--- src/rtl/code_sequencer_if.sv ---
// Control, storage-write and status bundle between a host (master) and code_sequencer (slave).
interface code_sequencer_if #(
    parameter int code_size  = 12,
    parameter int loop_depth = 4
);
    logic                            start;
    logic                            active;
    logic [31:0]                     program_length;
    logic                            wrap_mode;
    logic                            jump;
    logic [31:0]                     jump_target;
    logic                            loop_begin;
    logic [15:0]                     loop_count;
    logic                            loop_end;
    logic                            is_write;
    logic [31:0]                     write_line;
    logic [code_size-1:0]            write_data;
    logic [code_size-1:0]            code;
    logic [31:0]                     code_index;
    logic                            running;
    logic                            done;
    logic [$clog2(loop_depth+1)-1:0] loop_level;
    logic                            error;

    modport master (
        output start, active, program_length, wrap_mode, jump, jump_target,
               loop_begin, loop_count, loop_end, is_write, write_line, write_data,
        input  code, code_index, running, done, loop_level, error
    );

    modport slave (
        input  start, active, program_length, wrap_mode, jump, jump_target,
               loop_begin, loop_count, loop_end, is_write, write_line, write_data,
        output code, code_index, running, done, loop_level, error
    );
endinterface

--- src/rtl/code_sequencer.sv ---
// Steps through a stored program line by line, with jumps, nested counted loops,
// optional wrap-around and a fault pulse for every illegal request.
module code_sequencer #(
    parameter int code_size     = 12,
    parameter int max_code_line = 128,
    parameter int loop_depth    = 4
) (
    input logic             clk,
    input logic             reset,
    code_sequencer_if.slave bus
);
    localparam int aw = (max_code_line > 1) ? $clog2(max_code_line) : 1;
    localparam int lw = $clog2(loop_depth + 1);
    localparam int iw = (loop_depth > 1) ? $clog2(loop_depth) : 1;
    localparam logic [lw-1:0] full_level = lw'(loop_depth);
    localparam logic [31:0]   line_limit = 32'(max_code_line);

    typedef enum logic [1:0] {IDLE, RUN, DONE} state_t;

    state_t          state, state_n;
    logic [31:0]     index_q, index_n;
    logic [31:0]     length_q, length_n;
    logic            wrap_q, wrap_n;
    logic [lw-1:0]   level_q, level_n;
    logic            error_q, error_n;

    // NOTE: storage is preset at power-up only; neither it nor the loop stack
    // sits under reset, since the occupancy counter alone defines which entries are live.
    logic [code_size-1:0] mem [max_code_line] = '{default: '0};
    logic [31:0]          stk_start  [loop_depth];
    logic [15:0]          stk_remain [loop_depth];

    logic [iw-1:0] top_idx;
    logic [31:0]   top_start;
    logic [15:0]   top_remain;

    logic          stk_we;
    logic [iw-1:0] stk_idx;
    logic [31:0]   stk_wstart;
    logic [15:0]   stk_wremain;

    logic          advance;
    logic          write_bad;
    logic          write_ok;

    assign write_bad = bus.is_write && (bus.write_line >= line_limit);
    assign write_ok  = bus.is_write && (bus.write_line <  line_limit);

    assign top_idx    = iw'(level_q - lw'(1));
    assign top_start  = stk_start[top_idx];
    assign top_remain = stk_remain[top_idx];

    // NOTE: every signal gets a default before any branch so no path leaves it
    // unassigned and no latch is inferred.
    always_comb begin
        state_n     = state;
        index_n     = index_q;
        length_n    = length_q;
        wrap_n      = wrap_q;
        level_n     = level_q;
        error_n     = write_bad;
        stk_we      = 1'b0;
        stk_idx     = top_idx;
        stk_wstart  = top_start;
        stk_wremain = top_remain;
        advance     = 1'b0;

        if (bus.start) begin
            length_n = bus.program_length;
            wrap_n   = bus.wrap_mode;
            index_n  = '0;
            level_n  = '0;
            if (bus.program_length == '0) begin
                state_n = DONE;
                error_n = 1'b1;
            end else begin
                state_n = RUN;
            end
        end else if (state == RUN && bus.active) begin
            if (bus.jump) begin
                if (bus.jump_target < length_q) begin
                    index_n = bus.jump_target;
                end else begin
                    state_n = DONE;
                    error_n = 1'b1;
                end
            end else begin
                advance = 1'b1;
                // loop_end resolves first; loop_begin only rides on a plain increment
                if (bus.loop_end) begin
                    if (level_q == '0) begin
                        error_n = 1'b1;
                    end else if (top_remain != '0) begin
                        advance     = 1'b0;
                        index_n     = top_start;
                        stk_we      = 1'b1;
                        stk_wremain = top_remain - 16'd1;
                    end else begin
                        level_n = level_q - lw'(1);
                    end
                end
                if (advance) begin
                    if (bus.loop_begin) begin
                        if (level_n == full_level || bus.loop_count == '0) begin
                            error_n = 1'b1;
                        end else begin
                            stk_we      = 1'b1;
                            stk_idx     = iw'(level_n);
                            stk_wstart  = index_q + 32'd1;
                            stk_wremain = bus.loop_count - 16'd1;
                            level_n     = level_n + lw'(1);
                        end
                    end
                    if (index_q == length_q - 32'd1) begin
                        if (wrap_q) begin
                            index_n = '0;
                        end else begin
                            state_n = DONE;
                        end
                    end else begin
                        index_n = index_q + 32'd1;
                    end
                end
            end
        end
    end

    // NOTE: clocked blocks use <= so every register samples pre-edge values
    // regardless of block ordering.
    always_ff @(posedge clk) begin
        if (reset) begin
            state    <= IDLE;
            index_q  <= '0;
            length_q <= '0;
            wrap_q   <= 1'b0;
            level_q  <= '0;
            error_q  <= 1'b0;
        end else begin
            state    <= state_n;
            index_q  <= index_n;
            length_q <= length_n;
            wrap_q   <= wrap_n;
            level_q  <= level_n;
            error_q  <= error_n;
        end
    end

    always_ff @(posedge clk) begin
        if (write_ok) begin
            mem[bus.write_line[aw-1:0]] <= bus.write_data;
        end
    end

    always_ff @(posedge clk) begin
        if (stk_we) begin
            stk_start[stk_idx]  <= stk_wstart;
            stk_remain[stk_idx] <= stk_wremain;
        end
    end

    // Read-before-write: a write to the current line shows up from the next cycle.
    assign bus.code       = (index_q < line_limit) ? mem[index_q[aw-1:0]] : '0;
    assign bus.code_index = index_q;
    assign bus.running    = (state == RUN);
    assign bus.done       = (state == DONE);
    assign bus.loop_level = level_q;
    assign bus.error      = error_q;
endmodule

--- src/flat_wrapper.sv ---
// flat-port wrapper written by rule: the top's interface ports become plain ports
module code_sequencer_flat 
#(
    parameter int code_size     = 12,
    parameter int max_code_line = 128,
    parameter int loop_depth    = 4
)
  (clk, reset, bus_start, bus_active, bus_program_length, bus_wrap_mode, bus_jump, bus_jump_target, bus_loop_begin, bus_loop_count, bus_loop_end, bus_is_write, bus_write_line, bus_write_data, bus_code, bus_code_index, bus_running, bus_done, bus_loop_level, bus_error);
  code_sequencer_if #(.code_size(code_size), .loop_depth(loop_depth)) bus_i ();
  input logic clk;
  input logic reset;
  input wire logic [$bits(bus_i.start)-1:0] bus_start;
  input wire logic [$bits(bus_i.active)-1:0] bus_active;
  input wire logic [$bits(bus_i.program_length)-1:0] bus_program_length;
  input wire logic [$bits(bus_i.wrap_mode)-1:0] bus_wrap_mode;
  input wire logic [$bits(bus_i.jump)-1:0] bus_jump;
  input wire logic [$bits(bus_i.jump_target)-1:0] bus_jump_target;
  input wire logic [$bits(bus_i.loop_begin)-1:0] bus_loop_begin;
  input wire logic [$bits(bus_i.loop_count)-1:0] bus_loop_count;
  input wire logic [$bits(bus_i.loop_end)-1:0] bus_loop_end;
  input wire logic [$bits(bus_i.is_write)-1:0] bus_is_write;
  input wire logic [$bits(bus_i.write_line)-1:0] bus_write_line;
  input wire logic [$bits(bus_i.write_data)-1:0] bus_write_data;
  output wire logic [$bits(bus_i.code)-1:0] bus_code;
  output wire logic [$bits(bus_i.code_index)-1:0] bus_code_index;
  output wire logic [$bits(bus_i.running)-1:0] bus_running;
  output wire logic [$bits(bus_i.done)-1:0] bus_done;
  output wire logic [$bits(bus_i.loop_level)-1:0] bus_loop_level;
  output wire logic [$bits(bus_i.error)-1:0] bus_error;
  assign bus_i.start = bus_start;
  assign bus_i.active = bus_active;
  assign bus_i.program_length = bus_program_length;
  assign bus_i.wrap_mode = bus_wrap_mode;
  assign bus_i.jump = bus_jump;
  assign bus_i.jump_target = bus_jump_target;
  assign bus_i.loop_begin = bus_loop_begin;
  assign bus_i.loop_count = bus_loop_count;
  assign bus_i.loop_end = bus_loop_end;
  assign bus_i.is_write = bus_is_write;
  assign bus_i.write_line = bus_write_line;
  assign bus_i.write_data = bus_write_data;
  assign bus_code = bus_i.code;
  assign bus_code_index = bus_i.code_index;
  assign bus_running = bus_i.running;
  assign bus_done = bus_i.done;
  assign bus_loop_level = bus_i.loop_level;
  assign bus_error = bus_i.error;
  code_sequencer #(.code_size(code_size), .max_code_line(max_code_line), .loop_depth(loop_depth)) u_core (.clk(clk), .reset(reset), .bus(bus_i));
endmodule
--- config.mk ---
export PLATFORM = sky130hd
export DESIGN_NAME = code_sequencer_flat
export DESIGN_NICKNAME = d
export VERILOG_FILES = /design/src/rtl/code_sequencer_if.sv /design/src/rtl/code_sequencer.sv /design/src/flat_wrapper.sv
export SDC_FILE = /design/constraint.sdc
export NUM_CORES = 2
export LEC_CHECK = 0
export ABC_AREA = 1
export CELL_PAD_IN_SITES_DETAIL_PLACEMENT = 1
export CELL_PAD_IN_SITES_GLOBAL_PLACEMENT = 1
export CORE_MARGIN = 2
export CORE_UTILIZATION = 25
export DETAILED_ROUTE_END_ITERATION = 8
export HOLD_SLACK_MARGIN = 0.1
export PLACE_DENSITY_LB_ADDON = 0.1
export SLEW_MARGIN = 20
export SYNTH_ARGS = -nofsm -noshare
export SYNTH_HDL_FRONTEND = slang
export SYNTH_SLANG_ARGS = --single-unit
--- constraint.sdc ---
create_clock -name clk -period 6 [get_ports clk]
set_clock_uncertainty 0.05 [all_clocks]
set_input_delay 0.9 -clock clk [delete_from_list [all_inputs] [get_ports clk]]
set_output_delay 0.9 -clock clk [all_outputs]
set_load 0.01 [all_outputs]
==> impl_metrics.tcl <==
set metrics [dict create \
    die_w_um 557 \
    hold_path_class "input pin to flop" \
    synthXorXnorAreaFrac 0.00847 \
    finalHoldViolations 0 \
    grt_usage 0.186 \
    muxShareOfSynthArea 0 \
    regArea_um2 53500 \
    cts.htree.levels 4 \
    ys_top_cells_by_area "edfxtp_1 68%, o21ai_0 5.4%, nor2_1 5.2%" \
    worstPathArrival_ps 4880 \
    cts_sinks 1806 \
    yosys.area_share.simple 0.142 \
    dp_hpwl_um 182000 \
    start_kind "flop" \
    route.antenna.remaining_nets 0 \
    dr.first_iter.drc_count 3895 \
    fmax_mhz 172 \
    power_density_nw_per_um2 313 \
    cts_buffers 214 \
    min_period_over_period 0.971 \
    synth_top_area_frac 0.678 \
    rsz0062_at_grt "yes" \
    min_period_ps 5830 \
    layout_commonest_cell "edfxtp_1" \
    syn-instance-count 6662 \
    nNetsFinal 7037 \
    drive_above_1_share 0.0942 \
    synth_area_per_cell_um2 11.5 \
    syn_area_um2 76500 \
    switchingPower_mw 6.76 \
    core-area_um2 305000 \
    clkSlewWorstSetupHoldPaths_ps 60 \
    swShare 0.238 \
    ys_warn_count 0 \
    multi_input_area_um2 20800 \
    die-area_um2 310000 \
    utilization 0.298 \
    synthAdderAreaFrac 0.00638 \
    synth_fp_nets 6834 \
    viasPerCell 4.80 \
    grt.overflow.total 0 \
    fillers 33305 \
    ys_types 51 \
    synth-main-ff-cell "edfxtp_1" \
    leakage_nw 30.5 \
    outcome "finished, final reports clean" \
    wirelength_um 295000 \
    first_pass_iters 5 \
    power_mw 28.4 \
    ys_ff_latch 1806 \
    synth_edf_count 1728 \
    synth_compound_area_frac 0.112 \
    clock-root-buffer "clkbuf_16" \
    r2r_start "u_core.bus.loop_level[0]" \
    critical_path_class "flop to primary output" \
    rrSetupSlack_ps 980 \
    finalWeightedCongestion 0.795 \
    slew_violations 0 \
    relSlewSlack 0.303 \
    setup_viol 0 \
    initial_utilization 0.251 \
    layout_common_cells "1728 x edfxtp_1, 1019 x nor2_1, 956 x nand2_1" \
    grt_pass1_vias 55590 \
    required_ps 5050 \
    cp_max_fo 92 \
    comb_power_share 0.063 \
    insertion_delay_ps 880 \
    port-buffer-count 182 \
    pwr-share-clk 0.448 \
    grt_max_degree 162 \
    cap_violations 0 \
    cts_tree "done" \
    synth_top_cell_by_area "edfxtp_1" \
    drc_errors 0 \
    grt_first_pass_wirelength_um 420000 \
    ys_seq_area_frac 0.699 \
    ir_drop_mv 0.235 \
    rows 203 \
    intPower_mw 21.7 \
    seq_power_share 0.489 \
    num_vias 53459 \
    io_pins 183 \
    synthArstFlopShare 0 \
    area_growth_pct 18.9 \
    tightest_slew_ps 1040 \
    wl_per_cell_um 26.4 \
    cts_buffer_depth 4 \
    die_height_um 557 \
    end_kind "primary output" \
    synth_top_family_by_area "simple AND/OR/NAND/NOR gates" \
    hp-start "bus_write_data[2]" \
    antenna_found_initial 14 \
]
==> Yosys cell counts (4+ instances only) <==
cell type / count
a211oi_1: 33
a21oi_1: 133
a22oi_1: 26
a32o_1: 52
buf_1: 30
buf_2: 29
buf_4: 6
buf_6: 8
clkbuf_1: 377
clkinv_1: 4
dfxtp_1: 78
edfxtp_1: 1728
ha_1: 39
inv_1: 160
inv_2: 6
nand2_1: 956
nand2_2: 16
nand3_1: 445
nand3b_1: 4
nand4_1: 52
nor2_1: 1050
nor2_2: 11
nor3_1: 23
nor4_1: 19
o211ai_1: 44
o21ai_0: 818
o21ai_1: 4
o21bai_1: 5
o221ai_1: 10
o22ai_1: 369
or2_2: 23
xnor2_1: 20
xor2_1: 54
==> power by group through the flow <==
stage / clock network [mW] / logic (mW) / registers [mW]
2_1_floorplan: 0 / 0.825 / 14.1
3_3_place_gp: 0 / 1.81 / 14.2
3_5_place_dp: 0 / 1.82 / 14.2
4_1_cts: 13.1 / 1.83 / 13.9
5_1_grt: 13.5 / 1.96 / 13.9
6_report: 12.7 / 1.79 / 13.9
==> layer usage <==
layer | part of all wire | GRT usage | wire, µm
met1 | 0.46 | 0.251 | 135000
met2 | 0.48 | 0.313 | 142000
met3 | 0.040 | 0.0237 | 11700
met4 | 0.022 | 0.0445 | 6580
met5 | 0 | 0 | 0
==> final timing paths <==
| path | to | cells past startpoint |
|---|---|---|
| max | bus_code[7] | 11 |
| min | u_core.mem[12][2] | 1 |
| max reg2reg | u_core.stk_start[0][18] | 24 |
| min reg2reg | u_core.state[1] | 2 |
==> sequential cells by signal (all words and copies together), names as in the netlist, named ones only <==
register and count:
u_core.mem 1536, u_core.length_q 32, u_core.state 2, u_core.bus.code_index 32, u_core.bus.loop_level 3, u_core.stk_start 128, u_core.stk_remain 64, u_core.bus.error 1
u_core.wrap_q 1
==> cell families after synthesis <==
family | Yosys count
AND/OR/NAND/NOR | 2620
flip-flops | 1806
AO/OA/AOI/OAI | 1502
buffers and inverters | 621
XOR/XNOR | 74
adder cells (fa/ha/maj) | 39
==> layout make-up <==
type                       instances  share of cell area
sequential                      1806               0.588
multi-input combinational       4235               0.229
clock buffer                     269              0.0615
tap                             4100              0.0564
timing repair buffer             438              0.0461
clock inverter                   118              0.0117
inverter                         170             0.00744
antenna                            9            0.000248
==> per-stage QoR <==
step / setup slack (ps) / hold WS (ps) / std cells / setup TNS (ps) / instance area, µm²
finish: 173 / 383 / 11145 / 0 / 90900
global route: -29.9 / 360 / 11138 / -29.9 / 90900
CTS: -64.8 / 312 / 11134 / -64.8 / 90900
detailed placement: 28.6 / 427 / 10747 / 0 / 84100
global placement: 126 / 418 / 10747 / 0 / 84100
floorplan: -678 / 403 / 6662 / -65080 / 76500
==> what timing repair did <==
action                                  CTS  global route
resized for setup                        10             5
cloned                                    0             1
setup buffers                             0             1
hold buffers                              0             0
endpoints found under the setup margin   10             6
pin swaps                                 0             0
==> worst max-delay path, stage by stage (launching register included) <==
cell and delay, ps:
dfxtp_4 480, inv_16 330, buf_12 310, buf_4 350, a21oi_1 80, a32o_1 230
o21ai_0 440, a21oi_1 150, o221ai_1 390, nand3_1 120, a21oi_1 370, clkdlybuf4s50_1 620
No activity file was read; power rests on OpenSTA's default activity.
